$ cat src/rtl/fir_ctrl.sv
// fir_ctrl: FIR sequencer - sample handshake, tap address walk and MAC enables.
// Define FIR_CTRL_FLUSH_EN to drain the filter tail with zero samples after in_last.
module fir_ctrl #(
  parameter int TAPS   = 32,
  parameter int ADDR_W = 5
) (
  input  logic              clk,
  input  logic              rst,
  input  logic              in_valid,
  input  logic              in_last,
  output logic              in_ready,
  input  logic              clr_req,
  output logic              nowa_shift,
  output logic              reset_shift,
  output logic              zero_sel,
  output logic [ADDR_W-1:0] adres,
  output logic              mac_en,
  output logic              mac_first,
  output logic              mac_last,
  output logic              done,
  output logic              busy
);
`ifdef FIR_CTRL_FLUSH_EN
  typedef enum logic [2:0] {IDLE, MAC, DONE, CLEAR, FLUSH} state_t;
`else
  typedef enum logic [1:0] {IDLE, MAC, DONE, CLEAR} state_t;
`endif
  localparam logic [ADDR_W-1:0] last = ADDR_W'(TAPS - 1);
  state_t state, state_n;
  logic [ADDR_W-1:0] tap_cnt;
  logic hs;
  always_ff @(posedge clk or posedge rst)
    if (rst) begin
      state   <= IDLE;
      tap_cnt <= '0;
    end else begin
      state   <= state_n;
      tap_cnt <= (state == MAC && tap_cnt != last) ? tap_cnt + 1'b1 : '0;
    end
`ifdef FIR_CTRL_FLUSH_EN
  // Non-zero flush_cnt doubles as the flush-pending flag.
  logic [ADDR_W-1:0] flush_cnt;
  always_ff @(posedge clk or posedge rst)
    if (rst) flush_cnt <= '0;
    else if (hs && in_last) flush_cnt <= last;
    else if (state == FLUSH) flush_cnt <= flush_cnt - 1'b1;
`else
  logic unused_last;
  assign unused_last = in_last;
`endif
  always_comb begin
    in_ready    = !rst && state == IDLE && !clr_req;
    hs          = in_valid && in_ready;
    mac_en      = state == MAC;
    adres       = mac_en ? tap_cnt : '0;
    mac_first   = mac_en && tap_cnt == '0;
    mac_last    = mac_en && tap_cnt == last;
    done        = state == DONE;
    reset_shift = state == CLEAR;
    busy        = state != IDLE;
`ifdef FIR_CTRL_FLUSH_EN
    zero_sel    = state == FLUSH;
`else
    zero_sel    = 1'b0;
`endif
    nowa_shift  = hs || zero_sel;
    state_n     = state;
    case (state)
      IDLE:    state_n = clr_req ? CLEAR : hs ? MAC : IDLE;
      MAC:     state_n = mac_last ? DONE : MAC;
`ifdef FIR_CTRL_FLUSH_EN
      DONE:    state_n = flush_cnt != '0 ? FLUSH : IDLE;
      FLUSH:   state_n = MAC;
`else
      DONE:    state_n = IDLE;
`endif
      CLEAR:   state_n = IDLE;
      default: state_n = IDLE;
    endcase
  end
endmodule

$ cat config.mk
export PLATFORM = sky130hd
export DESIGN_NAME = fir_ctrl
export DESIGN_NICKNAME = d
export VERILOG_FILES = /design/src/rtl/fir_ctrl.sv
export SDC_FILE = /design/constraint.sdc
export NUM_CORES = 1
export LEC_CHECK = 0
export CORE_AREA = 2 2 39 41
export CTS_CLUSTER_SIZE = 30
export DETAILED_ROUTE_END_ITERATION = 6
export DIE_AREA = 0 0 41 43
export PLACE_DENSITY = 0.79
export SLEW_MARGIN = 40
export SYNTH_ARGS = -nofsm -noshare
export SYNTH_HDL_FRONTEND = slang
export SYNTH_SLANG_ARGS = --single-unit
$ cat constraint.sdc
create_clock -name clk -period 1.3 [get_ports clk]
set_input_delay 0.26 -clock clk [delete_from_list [all_inputs] [get_ports clk]]
set_output_delay 0.26 -clock clk [all_outputs]
set_load 0.05 [all_outputs]
==> impl_metrics.ini, run 1 <==
[sta]
slew_viol_final = 0
grt_setup_unrepaired = yes
whs_ps = 413.5
setup_viol = 20
final_hold_viol_count = 0
period_needed_ps = 1673
max_freq_mhz = 597.8
worst_slack_ps = -372.7
finClkSkew_ps = 4.861
finalCritPeriodShare_pct = 128.7
fin_setup_tns_ps = -3648

[die]
ios = 19
initial_core_util_pct = 32.37
dieArea_sq_um = 1763
rows = 14
core_sq_um = 1384
die_height_um = 43
die_w_um = 41

[routing]
post_drt_via_cell_ratio = 4.392
routed_wl_um = 1259
wire_per_inst_um = 12.34
drt_iter0_markers = 0
first_pass_iters = 1
ant_nets = 0
vias = 448
drcViolationCount = 0

[cts]
cts.clk_slew.worst_paths_ps = 50
cts_root_buffer = clkbuf_4
cts_tree = built
h-tree-depth = 1
clockBufferDepth = 2
ctsHoldBuffers = 0
cts_num_sinks = 7
cts_inserted_buffers = 3
clock_latency_ps = 240

[setup_path]
rr_worst_depth = 6
r2r_end = tap_cnt[1]
crit_type = flop to output port
reg2reg_setup_slack_ps = -80
reg2reg_from = tap_cnt[1]
cp.required_ps = 1040
critPathArrivalTime_ps = 1410
cp_max_fo = 2
worstSetupEndpointType = output port
crit_start = tap_cnt[1]
cp-start-kind = flop
endpoint = mac_last

[synth]
synth_top_area_share_pct = 39.11
netlist_area_sq_um = 447.9
yosysTopAreaCell = dfrtp_1
yosysWarnings = 0
yosysUniqueCellTypes = 22
seq_area_frac_synth_pct = 39.11
syn_nets = 54
syn_inst = 46
syn-mean-instance-area_sq_um = 9.738
ys_ff_latch = 7
synthTopCellsByArea = dfrtp_1 (39%), and2_1 (11%), ha_1 (8.4%)

[power]
ir_drop_mv = 1.102
leakage_nw = 0.4872
power_density_nw_per_um2 = 2316

[grt]
grt_pass1_wl_um = 1938
grt_usage_pct = 16.31
grt_max_degree = 8
grt_overflow = 0
grt_pass1_vias = 478
antenna_found_initial = 0

[status]
violations = negative setup slack
status = finished, violations left

[finish]
layout-drive-gt1-share_pct = 73.26
syn_to_final_growth_pct = 137.2
nets = 95
antenna_cells = 0
nFillCells = 80
finalInstanceArea_sq_um = 1062

[job]
maxCapViolations = 0

[hold_path]
min_path_type = input pin to async pin

[place]
port_buffers = 16
place.gp.congestion = 0.7050
place_ws_ps = -197.8
placed_area_sq_um = 869.6
hpwl_um = 773.2
worst max-delay path: stages, from the launching register on:
cell	delay [ps]
dfrtp_1	390
ha_2	200
and3_4	150
ha_4	150
and2_4	140
buf_12	140
layout make-up:
cell class / count / area (sq um) / area share, %
repair buffers: 38 / 488.0 / 45.94
multi-input cells: 32 / 327.8 / 30.86
flip-flops and latches: 7 / 176.4 / 16.61
clock buffers: 4 / 26.28 / 2.473
inverters: 5 / 23.77 / 2.238
well taps: 16 / 20.02 / 1.885
worst min-delay path by stage:
stage                         from         end  slack [ps]  cells past startpoint
after detailed placement  state[1]    state[1]         500                      1
after floorplan                rst    state[0]          70                      1
after CTS                      rst    state[0]         410                      3
final                          rst    state[1]         410                      3
after global routing           rst  tap_cnt[2]         450                      3
after global placement    state[1]    state[1]         490                      1
registers in the layout, summed over array words and instances (netlist names):
| name | cells |
|---|---|
| tap_cnt | 5 |
| state | 2 |
repair_timing:
| item | CTS | global route |
|---|---|---|
| gates resized for setup | 26 | 10 |
| buffers inserted | 7 | 2 |
| endpoints found under the hold margin | 0 | 0 |
| endpoints found under the setup margin | 20 | 20 |
| pin swaps | 11 | 2 |
cells in the mapped netlist, drive strengths merged:
library cell  instances
and2                  8
dfrtp                 7
nor2                  6
inv                   5
ha                    3
buf                   2
nor3                  2
a21oi                 1
and2b                 1
and3                  1
conb                  1
mux2i                 1
nand2b                1
nand3                 1
nand3b                1
nor2b                 1
o21ai                 1
or2                   1
xnor2                 1
xor2                  1
cells in the final DEF, fill, tap and decap left out, types with 3 or more instances in the layout:
cell type        netlist  routed
inv_1                  5       3
clkdlybuf4s50_1        0       3
nor2_4                 0       3
dfrtp_1                7       6
clkbuf_4               0       3
buf_12                 0      12
buf_4                  1      12
buf_6                  1      10
and2_4                 0       8
routing by layer:
layer  global-route usage (%)  share of wire (%)
met1                    16.55                 36
met2                    30.94                 61
met3                    1.571                2.3
met4                    6.000               0.56
met5                        0                  0
power breakdown:
group          internal [mW]  switching (mW)
logic                   1.02           0.911
registers              0.283          0.0569
clock network          0.117          0.0717
total                   1.42            1.04
through the flow:
step | total power, mW | utilization [%] | instances
3_3_place_gp | 1.731 | 62.84 | 90
2_1_floorplan | 1.104 | - | 46
5_1_grt | 2.600 | 76.76 | 102
6_report | 2.461 | 76.76 | 102
4_1_cts | 2.299 | 73.87 | 101
3_5_place_dp | 1.758 | 62.84 | 90
logic make-up after synthesis:
logic type	after synthesis	share of synthesized area (%)
AOI/OAI and AO/OA	2	2.232
adders and majority gates	3	8.381
and+or+nand+nor	23	34.92
xor gates and xnor gates	2	3.911
other	1	0.8372
DFF	7	39.11
buffers and inverters	7	8.381
muxes	1	2.235
Power figures use the tool's default switching activity.
==> run 2, diff against run 1 <==
- TNS_END_PERCENT: unset -> 1
==> impl_metrics.ini, run 2 (synthesized netlist as in run 1, its figures left out) <==
[finish]
largest_reg_flops = 5
syn_to_final_growth_pct = 108.9
antenna_cells = 0
nFillCells = 101
instances_no_fill = 95
multi_input_area_sq_um = 287.8
nets = 88
layout-drive-gt1-share_pct = 63.29
final_cell_mix = buf_4 (12), buf_12 (10), dfrtp_1 (7)
reg_top3 = tap_cnt x5, state x2
seq_area_sq_um = 175.2
largest_register = tap_cnt
final_common_cell = buf_4

[power]
p_comb_share_pct = 74.9
power.internal_mw = 1.162
power_frac_seq_pct = 16.0
ir_drop_mv = 1.093
p_sw_share_pct = 43.69
p_switching_mw = 0.9017
power_density_nw_per_um2 = 2205
leakage_nw = 0.4356
clockPowerShare_pct = 9.1
total_power_mw = 2.064

[die]
dieArea_sq_um = 1763
core_sq_um = 1384
ios = 19
initial_core_util_pct = 32.37
rows = 14
die_w_um = 41
die_height_um = 43

[routing]
ant_nets = 0
vias = 408
routed_wl_um = 1020
wire_per_inst_um = 10.74
drcViolationCount = 0
post_drt_via_cell_ratio = 4.295
drt_iter0_markers = 3
first_pass_iters = 4

[setup_path]
cp-start-kind = flop
worstSetupEndpointType = output port
crit_family = flip-flops
cp.required_ps = 1040
crit_buf_inv = 3
slowest_stage = dfrtp_1
critPathArrivalTime_ps = 1430
critPathMaxStageDelay_ps = 390
cp_max_fo = 4
crit_chain = buf_6 > inv_2 > ha_4 > nand3b_1 > nor3_2 > clkbuf_16
crit_type = flop to output port

[grt]
grt_max_degree = 8
grt_pass1_wl_um = 1628
grt_usage_pct = 13.46
grt_pass1_vias = 410
grt_overflow = 0
antenna_found_initial = 0

[sta]
setup_viol = 19
slew_viol_final = 0
worst_slack_ps = -386.9
finalCritPeriodShare_pct = 129.8
max_freq_mhz = 592.8
period_needed_ps = 1687
finClkSkew_ps = 4.298
final_hold_viol_count = 0
grt_setup_unrepaired = yes

[cts]
cts_root_buffer = clkbuf_4
cts_tree = built
h-tree-depth = 1
cts_num_sinks = 7
cts.clk_slew.worst_paths_ps = 50
cts_inserted_buffers = 3
clock_latency_ps = 240
clockBufferDepth = 2

[place]
hpwl_um = 805.9
place.gp.congestion = 0.6927
port_buffers = 16
place_inst = 90

[status]
status = finished, violations left
violations = negative setup slack

[job]
maxCapViolations = 0

[hold_path]
min_path_type = input pin to async pin
[run 2: path summary, 6_finish.rpt]
kind / start / endpoint / slack, ps / depth (start not counted)
setup / recovery: tap_cnt[0] / mac_first / -390 / 6
hold / removal: rst / state[1] / 390 / 3
setup reg to reg: tap_cnt[1] / tap_cnt[3] / -50 / 6
hold reg to reg: state[1] / state[1] / 490 / 1
max in group asynchronous: rst / tap_cnt[1] / 790 / 3
min in group clk: state[1] / state[1] / 490 / 1
[run 2: through the flow]
stage / setup TNS [ps] / setup slack (ps) / utilization (%) / area (sq um) / hold slack (ps)
global route: -4381 / -447.9 / 67.63 / 935.9 / 393.8
global placement: -1055 / -201.3 / 59.40 / 822.0 / 488.3
finish: -3128 / -386.9 / 67.63 / 935.9 / 388.0
floorplan: -1974 / -524.6 / - / 450.4 / 71.59
CTS: -3101 / -370.6 / 65.46 / 905.9 / 388.0
detailed placement: -1395 / -216.7 / 59.40 / 822.0 / 494.3
[run 2: tightest hold or removal path, cell delays in order]
cell             delay (ps)
clkdlybuf4s50_1         460
inv_1                    90
buf_4                   160
[run 2: area by class of cell]
cell class / instances / share of cell area, %
Clock buffer: 4 / 2.807
Inverter: 5 / 2.273
Multi-Input combinational cell: 32 / 30.75
Sequential cell: 7 / 18.72
Tap cell: 16 / 2.139
Timing Repair Buffer: 31 / 43.32
[run 2: repair_timing]
| action | 4_1_cts | 5_1_grt |
|---|---|---|
| gates cloned | 0 | 0 |
| setup endpoints to repair | 20 | 20 |
| pin swaps | 5 | 4 |
| setup buffers | 1 | 0 |
| gates resized for setup | 14 | 10 |
| hold buffers | 0 | 0 |
| endpoints found under the hold margin | 0 | 0 |
[run 2: power groups by stage]
stage | Combinational (mW) | Clock [mW] | Sequential, mW
global placement | 1.38 | 0 | 0.320
floorplan | 0.729 | 0 | 0.343
CTS | 1.47 | 0.196 | 0.324
detailed placement | 1.41 | 0 | 0.325
global route | 1.63 | 0.212 | 0.336
finish | 1.55 | 0.189 | 0.330
[run 2: routing by layer]
layer	vias to the layer above	part of all wire (%)	global-route usage (%)
met1	191	41	16.22
met3	0	3.4	3.141
met2	12	56	22.50
li1	205	-	-
met4	0	0	4.000
met5	-	0	0
